File: config.mk
export PLATFORM = sky130hd
export DESIGN_NAME = cdb_arbiter
export DESIGN_NICKNAME = d
export VERILOG_FILES = /design/src/rtl/cdb_arbiter_pkg.sv /design/src/rtl/cdb_arbiter_rr_arbiter.sv /design/src/rtl/cdb_arbiter.sv
export SDC_FILE = /design/constraint.sdc
export NUM_CORES = 1
export LEC_CHECK = 0
export ABC_CLOCK_PERIOD_IN_PS = 15200
export BUFFER_PORTS_ARGS = -buffer_cell sky130_fd_sc_hd__buf_4
export CAP_MARGIN = 30
export CORE_MARGIN = 2
export CORE_UTILIZATION = 40
export CTS_CLUSTER_DIAMETER = 50
export CTS_CLUSTER_SIZE = 40
export DETAILED_ROUTE_END_ITERATION = 7
export SLEW_MARGIN = 25
export SYNTH_ARGS = -nofsm -noshare
export SYNTH_HDL_FRONTEND = slang
export SYNTH_SLANG_ARGS = --single-unit
File: constraint.sdc
create_clock -name clock -period 15.2 [get_ports clock]
set_input_delay 2.28 -clock clock [delete_from_list [all_inputs] [get_ports clock]]
set_output_delay 2.28 -clock clock [all_outputs]
set_load 0.005 [all_outputs]
File: src/rtl/cdb_arbiter_pkg.sv
// ============================================================================
// Module : cdb_arbiter_pkg
// Brief  : Shared widths and the CDB broadcast packet for the CDB arbiter.
// Rev    : 1.0 - initial release
// ============================================================================
`default_nettype none

package cdb_arbiter_pkg;

  localparam int ROB_TAG_BITS   = 6;
  localparam int NUM_FU_DEFAULT = 4;
  localparam int XLEN           = 32;

  // ROB and reservation-station CDB inputs are driven from these fields.
  typedef struct packed {
    logic                    valid;
    logic [ROB_TAG_BITS-1:0] tag;
    logic [XLEN-1:0]         value;
  } cdb_packet_t;

endpackage

`default_nettype wire

File: src/rtl/cdb_arbiter_rr_arbiter.sv
// ============================================================================
// Module : rr_arbiter
// Brief  : Combinational rotating-priority arbiter. Scans from i_ptr upward
//          (modulo WIDTH) and grants the first requester, one-hot.
// Rev    : 1.0 - initial release
// ============================================================================
`default_nettype none

module rr_arbiter #(
  parameter int WIDTH = 4,
  parameter int PTR_W = (WIDTH > 1) ? $clog2(WIDTH) : 1
) (
  input  logic [WIDTH-1:0] i_req,
  input  logic [PTR_W-1:0] i_ptr,
  output logic [WIDTH-1:0] o_grant,
  output logic [PTR_W-1:0] o_grant_idx,
  output logic             o_grant_any
);

  localparam logic [PTR_W:0] C_WIDTH = (PTR_W+1)'(WIDTH);

  logic [PTR_W:0]   w_sum;
  logic [PTR_W-1:0] w_idx;

  // One extra bit on the sum so non-power-of-two widths wrap correctly.
  always_comb begin
    o_grant     = '0;
    o_grant_idx = '0;
    o_grant_any = 1'b0;
    w_sum       = '0;
    w_idx       = '0;
    for (int k = 0; k < WIDTH; k++) begin
      w_sum = {1'b0, i_ptr} + (PTR_W+1)'(k);
      if (w_sum >= C_WIDTH) begin
        w_sum = w_sum - C_WIDTH;
      end
      w_idx = w_sum[PTR_W-1:0];
      if (!o_grant_any && i_req[w_idx]) begin
        o_grant[w_idx] = 1'b1;
        o_grant_idx    = w_idx;
        o_grant_any    = 1'b1;
      end
    end
  end

endmodule

`default_nettype wire

File: src/rtl/cdb_arbiter.sv
// ============================================================================
// Module : cdb_arbiter
// Brief  : One-entry result buffer per FU, round-robin grant onto a single
//          registered Common Data Bus, flushed by rob_clear.
//          Macro CDB_BYPASS_EN: an empty-slot FU result may win directly.
// Rev    : 1.0 - initial release
// ============================================================================
`default_nettype none

module cdb_arbiter
  import cdb_arbiter_pkg::*;
#(
  parameter int NUM_FU = NUM_FU_DEFAULT,
  parameter int TAG_W  = ROB_TAG_BITS
) (
  input  logic                          clock,
  input  logic                          reset,
  input  logic [NUM_FU-1:0]             fu_valid,
  input  logic [NUM_FU*TAG_W-1:0]       fu_tag,
  input  logic [NUM_FU*XLEN-1:0]        fu_value,
  output logic [NUM_FU-1:0]             fu_ready,
  input  logic                          rob_clear,
  output logic                          cdb_valid,
  output logic [TAG_W-1:0]              cdb_tag,
  output logic [XLEN-1:0]               cdb_value,
  output logic [$clog2(NUM_FU+1)-1:0]   cdb_pending
);

  localparam int                 C_PTR_W = $clog2(NUM_FU);
  localparam int                 C_CNT_W = $clog2(NUM_FU+1);
  localparam logic [C_PTR_W-1:0] C_LAST  = C_PTR_W'(NUM_FU-1);

  logic [NUM_FU-1:0]  buf_valid_q, buf_valid_d;
  logic [TAG_W-1:0]   buf_tag_q   [NUM_FU];
  logic [TAG_W-1:0]   buf_tag_d   [NUM_FU];
  logic [XLEN-1:0]    buf_value_q [NUM_FU];
  logic [XLEN-1:0]    buf_value_d [NUM_FU];
  logic [C_PTR_W-1:0] rr_ptr_q, rr_ptr_d;
  logic               cdb_valid_q, cdb_valid_d;
  logic [TAG_W-1:0]   cdb_tag_q, cdb_tag_d;
  logic [XLEN-1:0]    cdb_value_q, cdb_value_d;

  logic [TAG_W-1:0]   w_fu_tag   [NUM_FU];
  logic [XLEN-1:0]    w_fu_value [NUM_FU];
  logic [NUM_FU-1:0]  w_cand;
  logic [NUM_FU-1:0]  w_grant;
  logic [NUM_FU-1:0]  w_bypass_hit;
  logic [NUM_FU-1:0]  w_accept;
  logic [C_PTR_W-1:0] w_win;
  logic               w_any;
  logic [TAG_W-1:0]   w_win_tag;
  logic [XLEN-1:0]    w_win_value;
  logic [C_CNT_W-1:0] w_count;

  genvar gi;
  generate
    for (gi = 0; gi < NUM_FU; gi++) begin : g_unpack
      assign w_fu_tag[gi]   = fu_tag[gi*TAG_W +: TAG_W];
      assign w_fu_value[gi] = fu_value[gi*XLEN +: XLEN];
    end
  endgenerate

`ifdef CDB_BYPASS_EN
  assign w_cand = rob_clear ? '0 : (buf_valid_q | fu_valid);
`else
  assign w_cand = rob_clear ? '0 : buf_valid_q;
`endif

  rr_arbiter #(
    .WIDTH (NUM_FU),
    .PTR_W (C_PTR_W)
  ) u_rr_arbiter (
    .i_req       (w_cand),
    .i_ptr       (rr_ptr_q),
    .o_grant     (w_grant),
    .o_grant_idx (w_win),
    .o_grant_any (w_any)
  );

  // A granted slot may be refilled on the same edge it drains.
  assign fu_ready     = {NUM_FU{!rob_clear}} & (~buf_valid_q | w_grant);
  assign w_accept     = fu_valid & fu_ready;
  assign w_bypass_hit = w_grant & ~buf_valid_q;

  assign w_win_tag   = buf_valid_q[w_win] ? buf_tag_q[w_win]   : w_fu_tag[w_win];
  assign w_win_value = buf_valid_q[w_win] ? buf_value_q[w_win] : w_fu_value[w_win];

  always_comb begin
    buf_valid_d = buf_valid_q;
    buf_tag_d   = buf_tag_q;
    buf_value_d = buf_value_q;
    rr_ptr_d    = rr_ptr_q;
    cdb_valid_d = 1'b0;
    cdb_tag_d   = cdb_tag_q;
    cdb_value_d = cdb_value_q;
    if (rob_clear) begin
      buf_valid_d = '0;
      rr_ptr_d    = '0;
    end else begin
      for (int i = 0; i < NUM_FU; i++) begin
        if (w_accept[i] && !w_bypass_hit[i]) begin
          buf_valid_d[i] = 1'b1;
          buf_tag_d[i]   = w_fu_tag[i];
          buf_value_d[i] = w_fu_value[i];
        end else if (w_grant[i]) begin
          buf_valid_d[i] = 1'b0;
        end
      end
      if (w_any) begin
        cdb_valid_d = 1'b1;
        cdb_tag_d   = w_win_tag;
        cdb_value_d = w_win_value;
        rr_ptr_d    = (w_win == C_LAST) ? '0 : w_win + C_PTR_W'(1);
      end
    end
  end

  always_ff @(posedge clock or posedge reset) begin
    if (reset) begin
      buf_valid_q <= '0;
      for (int i = 0; i < NUM_FU; i++) begin
        buf_tag_q[i]   <= '0;
        buf_value_q[i] <= '0;
      end
      rr_ptr_q    <= '0;
      cdb_valid_q <= 1'b0;
      cdb_tag_q   <= '0;
      cdb_value_q <= '0;
    end else begin
      buf_valid_q <= buf_valid_d;
      buf_tag_q   <= buf_tag_d;
      buf_value_q <= buf_value_d;
      rr_ptr_q    <= rr_ptr_d;
      cdb_valid_q <= cdb_valid_d;
      cdb_tag_q   <= cdb_tag_d;
      cdb_value_q <= cdb_value_d;
    end
  end

  always_comb begin
    w_count = '0;
    for (int i = 0; i < NUM_FU; i++) begin
      w_count = w_count + C_CNT_W'(buf_valid_q[i]);
    end
  end

  assign cdb_valid   = cdb_valid_q;
  assign cdb_tag     = cdb_tag_q;
  assign cdb_value   = cdb_value_q;
  assign cdb_pending = w_count;

endmodule

`default_nettype wire

==> run metrics <==
outcome complete, no violations; wl on met1 10,800 microns; Hold WS 0.506 ns; CTS tree done; via count 6,129; synthesis-to-finish area growth 23.1%; drt via density 5.12; Met2 Wirelength 11,900 microns; MaxCap Viol Count 0; Antenna Cells 0; power share of the clock group 17.6%; P_int 1610 uW; Hold Crit Depth 1; f_max 0.156 GHz; Clock Latency Late Sink 0.43 ns; setup TNS 0 ns; Initial Util 40.4%; GRT Resource Usage Total 19.4%; Routed Antenna Nets 0; top cell type's share of synthesized area 50.8%; clk root buf clkbuf_16; Min Clock Period, post-route 6.39 ns; WL final 24,300 microns; maximum root-to-sink buffer count 2; # DRC 0; pin count of the biggest net entering global routing 129; WL per Instance 20.3 microns; CTS sink cnt 197; H-Tree Depth 4; Comb pwr share 43.7%; crit end category output port; #FFs+latches synth 197; Net Sw Frac 35.4%; period utilisation layout 42.1%; Post-Syn Instances 680; sw power 884 uW; DPL Wire Length 15,300 microns; RSZ-0062 raised after global routing false; vias in the first global route 6,622; routability cong. 0.816; share of cells above drive strength 1 50.6%; # Post-CTS Setup Buffers 0; register share of total power 38.7%; arrival time at the worst endpoint 4.11 ns; Pins Over Slew Limit 0; clock skew 0.0131 ns; chip width 160 microns; Avg Cell Area, Syn 14.3 sq um; Max FO, Critical Path 24; Slew headroom 37.2%; Nets 1,031; final-report setup violation count 0; Core Area 24,000 sq um; met3 routed WL 1420 microns; Worst Hold Class reg -> reg; synthesized cell area 9700 sq um; hold-fix buffers at CTS 0; first-pass GRT wire length 38,500 microns; Fin. Hold Viols 0; Post-CTS Resized 0; CTS Buf Count 17; Reg2Reg Depth 9; EDFF count, synth 0; Max VDD drop 0.0951 mV; ys flop type dfrtp_1; CTS clk-pin slew, worst paths 0.07 ns; kind of critical path in -> out; library cells used by synthesis 49; Pleak 0.00540 uW; actual slew at the worst max-slew pin 0.941 ns; GRT overflow 0; post-synthesis sequential area ratio 50.8%; drt initial violations 217; Async SR Flop Fraction 100%; die area 25,500 sq um; Post-synth top cells 197 x dfrtp_1, 83 x mux2_4, 81 x mux2i_1, 78 x mux2_2, 43 x nor2_1; area leader, netlist dfrtp_1; Yosys Warn Count 0; Buffers on Ports 204; most frequent cell after synthesis dfrtp_1; Pwr Density 209 nW/um^2; Startpoint Class input pin; initial antenna violation count 0; # IOs 205; DIE HEIGHT 160 microns; syn nets 849; Req. time, crit path 12.92 ns; First-pass DRT Iterations 4; top cells by area, synth dfrtp_1 51%, mux2_4 13%, mux2_2 9.1%, mux2i_1 8.4%, a221oi_2 3.6%; Highest Signal Layer met4; row count 57
==> layer usage <==
| layer | up-vias | GRT usage [%] |
|---|---|---|
| met5 | - | 0 |
| met4 | 0 | 4.13 |
| met3 | 13 | 5.64 |
| met2 | 144 | 31.1 |
| met1 | 3117 | 26.3 |
| li1 | 2855 | - |
==> power groups by stage <==
stage	clock network, uW	registers, uW	logic [uW]
after floorplan	0	916	853
after global placement	0	969	1090
after detailed placement	0	974	1110
after CTS	454	967	1110
after global routing	478	1000	1190
final	439	967	1090
==> state kept, by name, summed over array words and instances (netlist names) <==
name / count
buf_tag_q: 24
buf_valid_q: 4
buf_value_q: 128
cdb_tag: 6
cdb_valid: 1
cdb_value: 32
rr_ptr_q: 2
==> logic make-up (layout without fill, tap and decap cells) <==
group / count (synthesis) / after routing / synth area share (%)
AO/OA/AOI/OAI: 84 / 84 / 8.57
adder cells (fa/ha/maj): 10 / 10 / 1.37
buffers and inverters: 60 / 254 / 4.45
flip-flops: 197 / 197 / 50.8
multiplexers: 243 / 243 / 30.4
AND/OR/NAND/NOR: 86 / 86 / 4.45
==> final cells by class <==
class,count,area (sq um)
clock inverters,14,139
flip-flops and latches,197,4930
clock buffers,17,425
repair buffers,212,1630
fillers,2118,12100
inverters,11,48.8
multi-input cells,423,4370
well taps,324,405
==> placed cells by master, fill, tap and decap left out, types with 2 or more instances in the layout <==
| master | instances |
|---|---|
| dfrtp_1 | 197 |
| mux2_2 | 78 |
| clkinv_4 | 4 |
| mux2_4 | 83 |
| mux2i_1 | 80 |
| nand2b_1 | 2 |
| and3b_1 | 2 |
| buf_16 | 2 |
| nand2_1 | 7 |
| clkinvlp_4 | 2 |
| or3b_2 | 4 |
| a221oi_1 | 18 |
| nand3b_1 | 5 |
| nor2b_1 | 4 |
| nor2_1 | 42 |
| o22ai_1 | 4 |
| clkbuf_16 | 17 |
| o21ai_0 | 10 |
| inv_8 | 7 |
| nand4_1 | 3 |
| o221ai_1 | 2 |
| a221oi_2 | 23 |
| a21oi_1 | 15 |
| inv_1 | 8 |
| a31oi_1 | 2 |
| buf_4 | 210 |
| ha_1 | 9 |
| nand3_1 | 8 |
| nor3b_1 | 2 |
==> critical path, stage by stage <==
cell and delay (ns):
buf_4 0.24, nand2b_1 0.25, a2bb2oi_2 0.33, mux2_2 0.39
a221oi_2 0.33, a21oi_1 0.12, buf_4 0.16
==> final timing paths <==
check / startpoint / endpoint / slack (ns)
max in group asynchronous: reset / cdb_value[12]$_DFFE_PP0P_ / 11.98
hold reg to reg: buf_value_q[86]$_DFFE_PP0P_ / buf_value_q[86]$_DFFE_PP0P_ / 0.51
setup reg to reg: rr_ptr_q[0]$_DFFE_PP0P_ / buf_value_q[26]$_DFFE_PP0P_ / 10.79
hold / removal: buf_value_q[86]$_DFFE_PP0P_ / buf_value_q[86]$_DFFE_PP0P_ / 0.51
min in group asynchronous: reset / buf_value_q[121]$_DFFE_PP0P_ / 1.85
setup / recovery: rob_clear / fu_ready[0] / 8.81
==> through the flow <==
stage               power [uW]  util (%)  cells  instance area [sq um]  worst slack, ns
detailed placement        2080      47.1   1165                  11300             8.82
floorplan                 1770         -    680                   9700             7.55
finish                    2500      49.7   1198                  12000             8.81
global placement          2060      47.1   1165                  11300             8.87
global route              2670      49.7   1198                  12000             8.65
CTS                       2530      49.5   1196                  11900             8.82
Power figures use the tool's default switching activity.
